==> src/rtl/mips_ctrl_pkg.sv <==
// Shared encodings for the multicycle MIPS control unit: opcodes, FSM states,
// datapath select codes and the packed control word.
package mips_ctrl_pkg;

    localparam logic [5:0] OpRtype = 6'b000000;
    localparam logic [5:0] OpLw    = 6'b100011;
    localparam logic [5:0] OpSw    = 6'b101011;
    localparam logic [5:0] OpBeq   = 6'b000100;
    localparam logic [5:0] OpAddi  = 6'b001000;
    localparam logic [5:0] OpJ     = 6'b000010;

    localparam logic [3:0] StFetch   = 4'd0;
    localparam logic [3:0] StDecode  = 4'd1;
    localparam logic [3:0] StMemAdr  = 4'd2;
    localparam logic [3:0] StMemRd   = 4'd3;
    localparam logic [3:0] StMemWb   = 4'd4;
    localparam logic [3:0] StMemWr   = 4'd5;
    localparam logic [3:0] StRtypeEx = 4'd6;
    localparam logic [3:0] StAluWb   = 4'd7;
    localparam logic [3:0] StBeqEx   = 4'd8;
    localparam logic [3:0] StAddiEx  = 4'd9;
    localparam logic [3:0] StAddiWb  = 4'd10;
    localparam logic [3:0] StJEx     = 4'd11;
    localparam logic [3:0] StHalt    = 4'd12;

    localparam logic [1:0] AluAdd   = 2'b00;
    localparam logic [1:0] AluSub   = 2'b01;
    localparam logic [1:0] AluFunct = 2'b10;

    localparam logic [1:0] SrcBRegB  = 2'b00;
    localparam logic [1:0] SrcBFour  = 2'b01;
    localparam logic [1:0] SrcBImm   = 2'b10;
    localparam logic [1:0] SrcBImmSh = 2'b11;

    localparam logic [1:0] PcAlu    = 2'b00;
    localparam logic [1:0] PcAluOut = 2'b01;
    localparam logic [1:0] PcJump   = 2'b10;

    typedef struct packed {
        logic       pcWrite;
        logic       branch;
        logic       iOrD;
        logic       memRead;
        logic       memWrite;
        logic       irWrite;
        logic       memToReg;
        logic       regDst;
        logic       regWrite;
        logic       aluSrcA;
        logic [1:0] aluSrcB;
        logic [1:0] aluOp;
        logic [1:0] pcSrc;
        logic       instrDone;
        logic       illegalOp;
        logic       error;
    } ctrlT;

endpackage

==> src/rtl/mc_wait_timer.sv <==
// Memory wait counter: counts consecutive not-ready cycles of one access and
// flags the cycle in which the TIMEOUT-th wait would be reached.
module mc_wait_timer #(
    parameter int unsigned TIMEOUT = 16
) (
    input  logic clk,
    input  logic reset,
    input  logic waiting,
    input  logic memReady,
    output logic timeout
);

    localparam int unsigned CntW = (TIMEOUT > 1) ? $clog2(TIMEOUT) : 1;

    logic [CntW-1:0] countQ, countD;

    // Leaving a wait state (or completing the access) clears the count, so every
    // FETCH/MEMRD/MEMWR entry starts from zero.
    always_comb begin
        countD = countQ + 1'b1;
        if (!waiting || memReady) begin
            countD = '0;
        end
    end

    always_ff @(posedge clk) begin
        if (reset) begin
            countQ <= '0;
        end else begin
            countQ <= countD;
        end
    end

    assign timeout = waiting && !memReady && (countQ == CntW'(TIMEOUT - 1));

endmodule

==> src/rtl/multicycle_control.sv <==
// Multicycle MIPS control FSM: sequences fetch/decode/execute states and
// decodes the datapath control word, halting on a memory handshake timeout.
module multicycle_control
    import mips_ctrl_pkg::*;
#(
    parameter int unsigned TIMEOUT = 16
) (
    input  logic       clk,
    input  logic       reset,
    input  logic [5:0] opcode,
    input  logic       mem_ready,
    output logic       pc_write,
    output logic       branch,
    output logic       i_or_d,
    output logic       mem_read,
    output logic       mem_write,
    output logic       ir_write,
    output logic       mem_to_reg,
    output logic       reg_dst,
    output logic       reg_write,
    output logic       alu_src_a,
    output logic [1:0] alu_src_b,
    output logic [1:0] alu_op,
    output logic [1:0] pc_src,
    output logic       instr_done,
    output logic       illegal_op,
    output logic       error
);

    logic [3:0] stateQ, stateD;
    logic       waiting, timeout;
    ctrlT       ctrl;

    assign waiting = (stateQ == StFetch) || (stateQ == StMemRd) || (stateQ == StMemWr);

    mc_wait_timer #(
        .TIMEOUT (TIMEOUT)
    ) u_wait_timer (
        .clk      (clk),
        .reset    (reset),
        .waiting  (waiting),
        .memReady (mem_ready),
        .timeout  (timeout)
    );

    always_comb begin
        stateD = stateQ;
        case (stateQ)
            StFetch: begin
                if (mem_ready)    stateD = StDecode;
                else if (timeout) stateD = StHalt;
            end
            StDecode: begin
                case (opcode)
                    OpRtype:    stateD = StRtypeEx;
                    OpLw, OpSw: stateD = StMemAdr;
                    OpBeq:      stateD = StBeqEx;
                    OpAddi:     stateD = StAddiEx;
                    OpJ:        stateD = StJEx;
                    default:    stateD = StFetch;
                endcase
            end
            StMemAdr:  stateD = (opcode == OpLw) ? StMemRd : StMemWr;
            StMemRd: begin
                if (mem_ready)    stateD = StMemWb;
                else if (timeout) stateD = StHalt;
            end
            StMemWr: begin
                if (mem_ready)    stateD = StFetch;
                else if (timeout) stateD = StHalt;
            end
            StRtypeEx: stateD = StAluWb;
            StAddiEx:  stateD = StAddiWb;
            StMemWb, StAluWb, StBeqEx, StAddiWb, StJEx: stateD = StFetch;
            StHalt:    stateD = StHalt;
            default:   stateD = StHalt;
        endcase
    end

    always_ff @(posedge clk) begin
        if (reset) begin
            stateQ <= StFetch;
        end else begin
            stateQ <= stateD;
        end
    end

    always_comb begin
        ctrl = '0;
        case (stateQ)
            StFetch: begin
                ctrl.memRead = 1'b1;
                ctrl.aluSrcB = SrcBFour;
                ctrl.aluOp   = AluAdd;
                ctrl.pcSrc   = PcAlu;
                ctrl.irWrite = mem_ready;
                ctrl.pcWrite = mem_ready;
            end
            StDecode: begin
                ctrl.aluSrcB   = SrcBImmSh;
                ctrl.aluOp     = AluAdd;
                ctrl.illegalOp = !(opcode inside {OpRtype, OpLw, OpSw, OpBeq, OpAddi, OpJ});
            end
            StMemAdr, StAddiEx: begin
                ctrl.aluSrcA = 1'b1;
                ctrl.aluSrcB = SrcBImm;
                ctrl.aluOp   = AluAdd;
            end
            StMemRd: begin
                ctrl.memRead = 1'b1;
                ctrl.iOrD    = 1'b1;
            end
            StMemWb: begin
                ctrl.regWrite  = 1'b1;
                ctrl.memToReg  = 1'b1;
                ctrl.instrDone = 1'b1;
            end
            StMemWr: begin
                ctrl.memWrite  = 1'b1;
                ctrl.iOrD      = 1'b1;
                ctrl.instrDone = mem_ready;
            end
            StRtypeEx: begin
                ctrl.aluSrcA = 1'b1;
                ctrl.aluSrcB = SrcBRegB;
                ctrl.aluOp   = AluFunct;
            end
            StAluWb: begin
                ctrl.regWrite  = 1'b1;
                ctrl.regDst    = 1'b1;
                ctrl.instrDone = 1'b1;
            end
            StBeqEx: begin
                ctrl.aluSrcA   = 1'b1;
                ctrl.aluSrcB   = SrcBRegB;
                ctrl.aluOp     = AluSub;
                ctrl.branch    = 1'b1;
                ctrl.pcSrc     = PcAluOut;
                ctrl.instrDone = 1'b1;
            end
            StAddiWb: begin
                ctrl.regWrite  = 1'b1;
                ctrl.instrDone = 1'b1;
            end
            StJEx: begin
                ctrl.pcWrite   = 1'b1;
                ctrl.pcSrc     = PcJump;
                ctrl.instrDone = 1'b1;
            end
            StHalt:  ctrl.error = 1'b1;
            default: ctrl = '0;
        endcase
        // Outputs are forced low combinationally so reset silences an access at once.
        if (reset) begin
            ctrl = '0;
        end
    end

    assign pc_write   = ctrl.pcWrite;
    assign branch     = ctrl.branch;
    assign i_or_d     = ctrl.iOrD;
    assign mem_read   = ctrl.memRead;
    assign mem_write  = ctrl.memWrite;
    assign ir_write   = ctrl.irWrite;
    assign mem_to_reg = ctrl.memToReg;
    assign reg_dst    = ctrl.regDst;
    assign reg_write  = ctrl.regWrite;
    assign alu_src_a  = ctrl.aluSrcA;
    assign alu_src_b  = ctrl.aluSrcB;
    assign alu_op     = ctrl.aluOp;
    assign pc_src     = ctrl.pcSrc;
    assign instr_done = ctrl.instrDone;
    assign illegal_op = ctrl.illegalOp;
    assign error      = ctrl.error;

endmodule

==> config.mk <==
export PLATFORM = sky130hd
export DESIGN_NAME = multicycle_control
export DESIGN_NICKNAME = d
export VERILOG_FILES = /design/src/rtl/mips_ctrl_pkg.sv /design/src/rtl/mc_wait_timer.sv /design/src/rtl/multicycle_control.sv
export SDC_FILE = /design/constraint.sdc
export NUM_CORES = 1
export LEC_CHECK = 0
export ABC_AREA = 1
export CAP_MARGIN = 20
export CORE_AREA = 3 3 45 47
export CTS_CLUSTER_SIZE = 8
export DETAILED_ROUTE_END_ITERATION = 12
export DIE_AREA = 0 0 48 50
export PLACE_DENSITY_LB_ADDON = 0.3
export SLEW_MARGIN = 20
export SYNTH_ARGS = -nofsm -noshare
export SYNTH_HDL_FRONTEND = slang
export SYNTH_SLANG_ARGS = --single-unit
==> constraint.sdc <==
create_clock -name clk -period 3.5 [get_ports clk]
set_input_delay 0.35 -clock clk [delete_from_list [all_inputs] [get_ports clk]]
set_output_delay 0.35 -clock clk [all_outputs]
set_load 0.005 [all_outputs]
# Yosys cells after proc, flatten, opt, wreduce, memory -nomap -nowiden
# Cells that the tools add are included.
dict set report word_totals {
  regBits 8
  latch_bits 0
  ramBits 0
  rom_bits 0
  inputBits 9
  out_inout_bits 19
  wordCells 63
  n_memories 0
}
dict set report classes {
  addsub 1
  mul 0
  n_div 0
  order_cmp 0
  eq_ne 18
  shift 0
  mux 23
  bitwise_logic 0
  n_reduce_logical 19
}
# operator n
set op_table {}
lappend op_table {{$pmux 4 s5} 2}
lappend op_table {{$pmux 4 s8} 1}
lappend op_table {{$eq 4x4->1 const B} 6}
lappend op_table {{$mux 19} 1}
lappend op_table {{$eq 4x3->1 const B} 4}
lappend op_table {{$mux 4} 4}
lappend op_table {{$eq 6x6->1 const B} 2}
lappend op_table {{$mux 1} 11}
lappend op_table {{$reduce_or 2->1} 5}
lappend op_table {{$eq 4x2->1 const B} 2}
lappend op_table {{$eq 6x2->1 const B} 1}
lappend op_table {{$eq 6x3->1 const B} 1}
lappend op_table {{$eq 6x4->1 const B} 1}
lappend op_table {{$logic_not 6->1} 1}
lappend op_table {{$reduce_bool 6->1} 1}
lappend op_table {{$reduce_or 5->1} 1}
lappend op_table {{$add 4x1->4 const B} 1}
lappend op_table {{$eq 4x1->1 const B} 1}
lappend op_table {{$logic_not 4->1} 1}
lappend op_table {{$pmux 1 s2} 2}
lappend op_table {{$pmux 2 s2} 1}
lappend op_table {{$reduce_or 4->1} 1}
lappend op_table {{$logic_not 1->1} 3}
lappend op_table {{$logic_or 1x1->1} 3}
lappend op_table {{3 further kinds} 4}

# Logic depth before layout (Yosys ltp)
dict set report logic_depth {
  depth_word 8
  ltp_mapped 9
  mapped_depth_nobuf 9
}

# Hierarchy
# A second synthesis with hierarchy kept.
dict set report unflattened {
  hier_cells 133
  hier_area_um2 773.2
}
# module instances cells_per_inst area_each_um2 seq_area_each_um2
set modules_own_cells {}
lappend modules_own_cells {multicycle_control 1 110 595.6 80.1}
lappend modules_own_cells {mc_wait_timer 1 23 177.7 80.1}

# Worst setup path before layout
# OpenSTA, ideal clock, no wires.
dict set report synth_timing {
  path_kind {flip-flop to output port}
  startpoint {register stateQ[3]}
  endpoint {output pc_src[0]}
  arrival_time_ns 1.099
  required_time_ns 3.150
  path_slack_ns 2.051
  path_stages_with_launch 8
  n_path_buf 1
  cell_sequence {dfxtp_1 inv_1 nor2_1 inv_1 nor2_1 inv_1 nor2_1 buf_4}
}
dict set report synth_via {
  elab_chain_len 3
  elab_cells_between_ends 4
  classes_between {eq/ne: 2; mux: 2}
}
# element line
set synth_lines {}
lappend synth_lines {{from (decl)} multicycle_control.sv:30} ;# logic [3:0] stateQ, stateD;
lappend synth_lines {{from (signal assigned)} multicycle_control.sv:82} ;# stateQ <= StFetch;
lappend synth_lines {{from (signal assigned)} multicycle_control.sv:84} ;# stateQ <= stateD;
lappend synth_lines {{$eq 4x4->1} multicycle_control.sv:90} ;# case (stateQ)
lappend synth_lines {{$pmux 2 s2 *} multicycle_control.sv:90}
lappend synth_lines {{$mux 19 *} multicycle_control.sv:154} ;# if (reset) begin
lappend synth_lines {{to (decl)} multicycle_control.sv:24} ;# output logic [1:0] pc_src,
# Every way passes the cells marked *; elsewhere a longest branch is shown, timed or not.

# Worst setup path after layout
dict set report layout_timing {
  startpoint {input reset}
  endpoint {output instr_done}
}
dict set report layout_via {
  elab_chain_len 1
}
# element line
set layout_lines {}
lappend layout_lines {{from (decl)} multicycle_control.sv:9} ;# input logic reset,
lappend layout_lines {{$mux 19} multicycle_control.sv:154}
lappend layout_lines {{to (decl)} multicycle_control.sv:25} ;# output logic instr_done,
# Every way passes these cells.

==> run metrics <==
WP data arrival approximately 2.1 ns; Critical Path End Type output port; ys async rst share 0; maxcap violations 0; gpl congestion around 0.83; Max Slew Vio Count 0; Worst-path clk slew 0.05 ns; Synth warnings 0; cells after synthesis 129; R2R setup slack 2.20 ns; Final setup viols 0; # Post-CTS Setup Buffers 0; R2R cell count 7; Combinational Power Share 0.334; Max Freq slightly above 0.4 GHz; GRT Total Usage 0.180; Tmin final roughly 2.5 ns; nets 168; HP Class flop to flop; Avg WL per Cell approximately 11 um; syn_area_per_cell just under 6 um2; top-level port count 28; Initial Util 0.440; detailed-route wire length approximately 1900 um; post-synth cell types 25; end of the worst register-to-register path stateQ[2]; CP Cell Sequence clkdlybuf4s50_1, nor3_1, nor2_1, o211ai_1, clkdlybuf4s50_1; layout cells sized above 1 0.109; CP max stage cell clkdlybuf4s50_1; Clock power frac 0.269; first-pass detailed-route iteration total 4; Mapped Area 743 um2; initial antenna violation count 0; total core area 1690 um2; status finished clean; grt ovf 0; 1st-iter DRT viols 25; Die X between 40 and 50 um; Net Sw Frac 0.313; Final Hold Vio Count 0; hold_buf cts 0; PwrDens between 200 and 250 nW/um2; top post-synthesis cells by area dfxtp_1, nor2_1, nand2_1; area share of the largest cell type after synthesis 0.215; # port buffers 27; RSZ-0062 raised after global routing no; Post-synth EDFFs 0; slowest stage delay, CP ~0.73 ns; Vias approximately 900; Die Ht about 50 um; H-tree levels 1; WHS Path Cells 1; Site Rows 15; area of the die 2400 um2; Bufs on Longest Clock Path 2; hpwl dp approximately 1600 um; cell mode on critical path clkdlybuf4s50_1; Pint between 150 and 200 uW; sequential share of the synthesized area 0.215; top cells by count, synth nor2_1, nand2_1, inv_1; Hold EP u_wait_timer.countQ[0]; Critical Path Source Type input port; CTS tree done; R2R Path Start stateQ[3]; Final Util 0.617; final setup TNS 0 ns; Hold Startpoint u_wait_timer.countQ[0]; Static Leak 0.487 nW; diode count 0; Post-Syn Nets approximately 140; Flop pwr share 0.397; vias in the first global route around 850; worst skew pair latency roughly 0.25 ns; CTS Buf Count 3; worst vdd ir around 0.22 mV; clock root buffer clkbuf_4; first-pass GRT wire length 3260 um; clk_skew about 0.0017 ns; area delta synth->final 40.2%; post-route clock period utilization 0.707; crit path kind input port to output port; Slew headroom 0.581; ys flop type dfxtp_1; Routed Antenna Nets 0; largest net degree at the start of global routing 18; CTS resizes 0; Worst Tran Pin Value 0.626 ns; top-count cell post-synth nor2_1; DR vias/cell roughly 5.2; Critical path buffers and inverters 2; register bit total from synthesis 8; # clock sinks 8; worst-path maximum fanout 17; DRC 0; P_sw between 70 and 80 uW; CP delay by family, top buffers and inverters; Data required, critical path roughly 3.2 ns; Synth area leader dfxtp_1
[how the worst max path moves through the flow]
stage	start	end	cells after the start
after global placement	reset	instr_done	5
after CTS	reset	instr_done	5
final	reset	instr_done	5
after global routing	reset	reg_write	5
after detailed placement	reset	instr_done	5
after floorplan	stateQ[3]	pc_src[0]	7
[metal layers]
layer	share of wire	up-vias	GRT usage
met3	0.054	6	0.0109
met5	0	-	0
met4	0.015	0	0.0807
met1	0.42	391	0.205
li1	-	467	-
met2	0.51	35	0.319
[state kept, by name, indices dropped and copies added (netlist names)]
register	cells
stateQ	4
u_wait_timer.countQ	4
[layout by cell type (no fill, tap or decap)]
cell type / n
nand4_1: 2
nor2_2: 2
nor3_1: 2
o211ai_1: 1
inv_1: 19
nand3_2: 1
dfxtp_1: 8
nor2_4: 1
clkbuf_4: 3
o21ai_0: 3
nor2_1: 29
a221oi_1: 1
nand3_4: 1
inv_2: 1
clkinv_1: 1
nand2_1: 24
ha_1: 1
a21oi_2: 2
clkdlybuf4s50_1: 27
nand3_1: 14
nand2_2: 4
a31oi_1: 1
xor2_1: 1
a21oi_1: 5
nor3_2: 2
[power by group through the flow]
stage	clock (mW)	sequential, mW	combinational (mW)
after floorplan	0	0.100	0.0488
after global placement	0	0.101	0.0822
after detailed placement	0	0.101	0.0839
after CTS	0.0723	0.0994	0.0841
after global routing	0.0741	0.100	0.0939
final	0.0676	0.0996	0.0840
[final cells by class]
cell class	count	area [um2]
fill	167	647
multi-input combinational	97	489
timing repair buffer	27	270
sequential	8	160
inverter	21	78.8
clock buffer	3	22.5
tap	17	21.3
[metrics by stage]
stage	instances	setup WS, ns	area (um2)	power (mW)	hold WS [ns]
after global routing	173	0.870	1040	0.268	0.473
final	173	1.03	1040	0.251	0.449
after CTS	173	1.04	1040	0.256	0.455
after detailed placement	170	1.05	1020	0.185	0.444
after floorplan	129	2.05	743	0.149	0.418
after global placement	170	1.07	1020	0.183	0.432
[kinds of logic (layout without fill, tap and decap cells)]
logic type | count (synthesis) | count (layout) | synth area share
AND/OR/NAND/NOR | 82 | 82 | 0.522
buffers and inverters | 24 | 51 | 0.126
flip-flops | 8 | 8 | 0.215
AO/OA/AOI/OAI | 13 | 13 | 0.108
adder cells (fa/ha/maj) | 1 | 1 | 0.0168
XOR/XNOR | 1 | 1 | 0.0118
No activity file was read; power rests on OpenSTA's default activity.
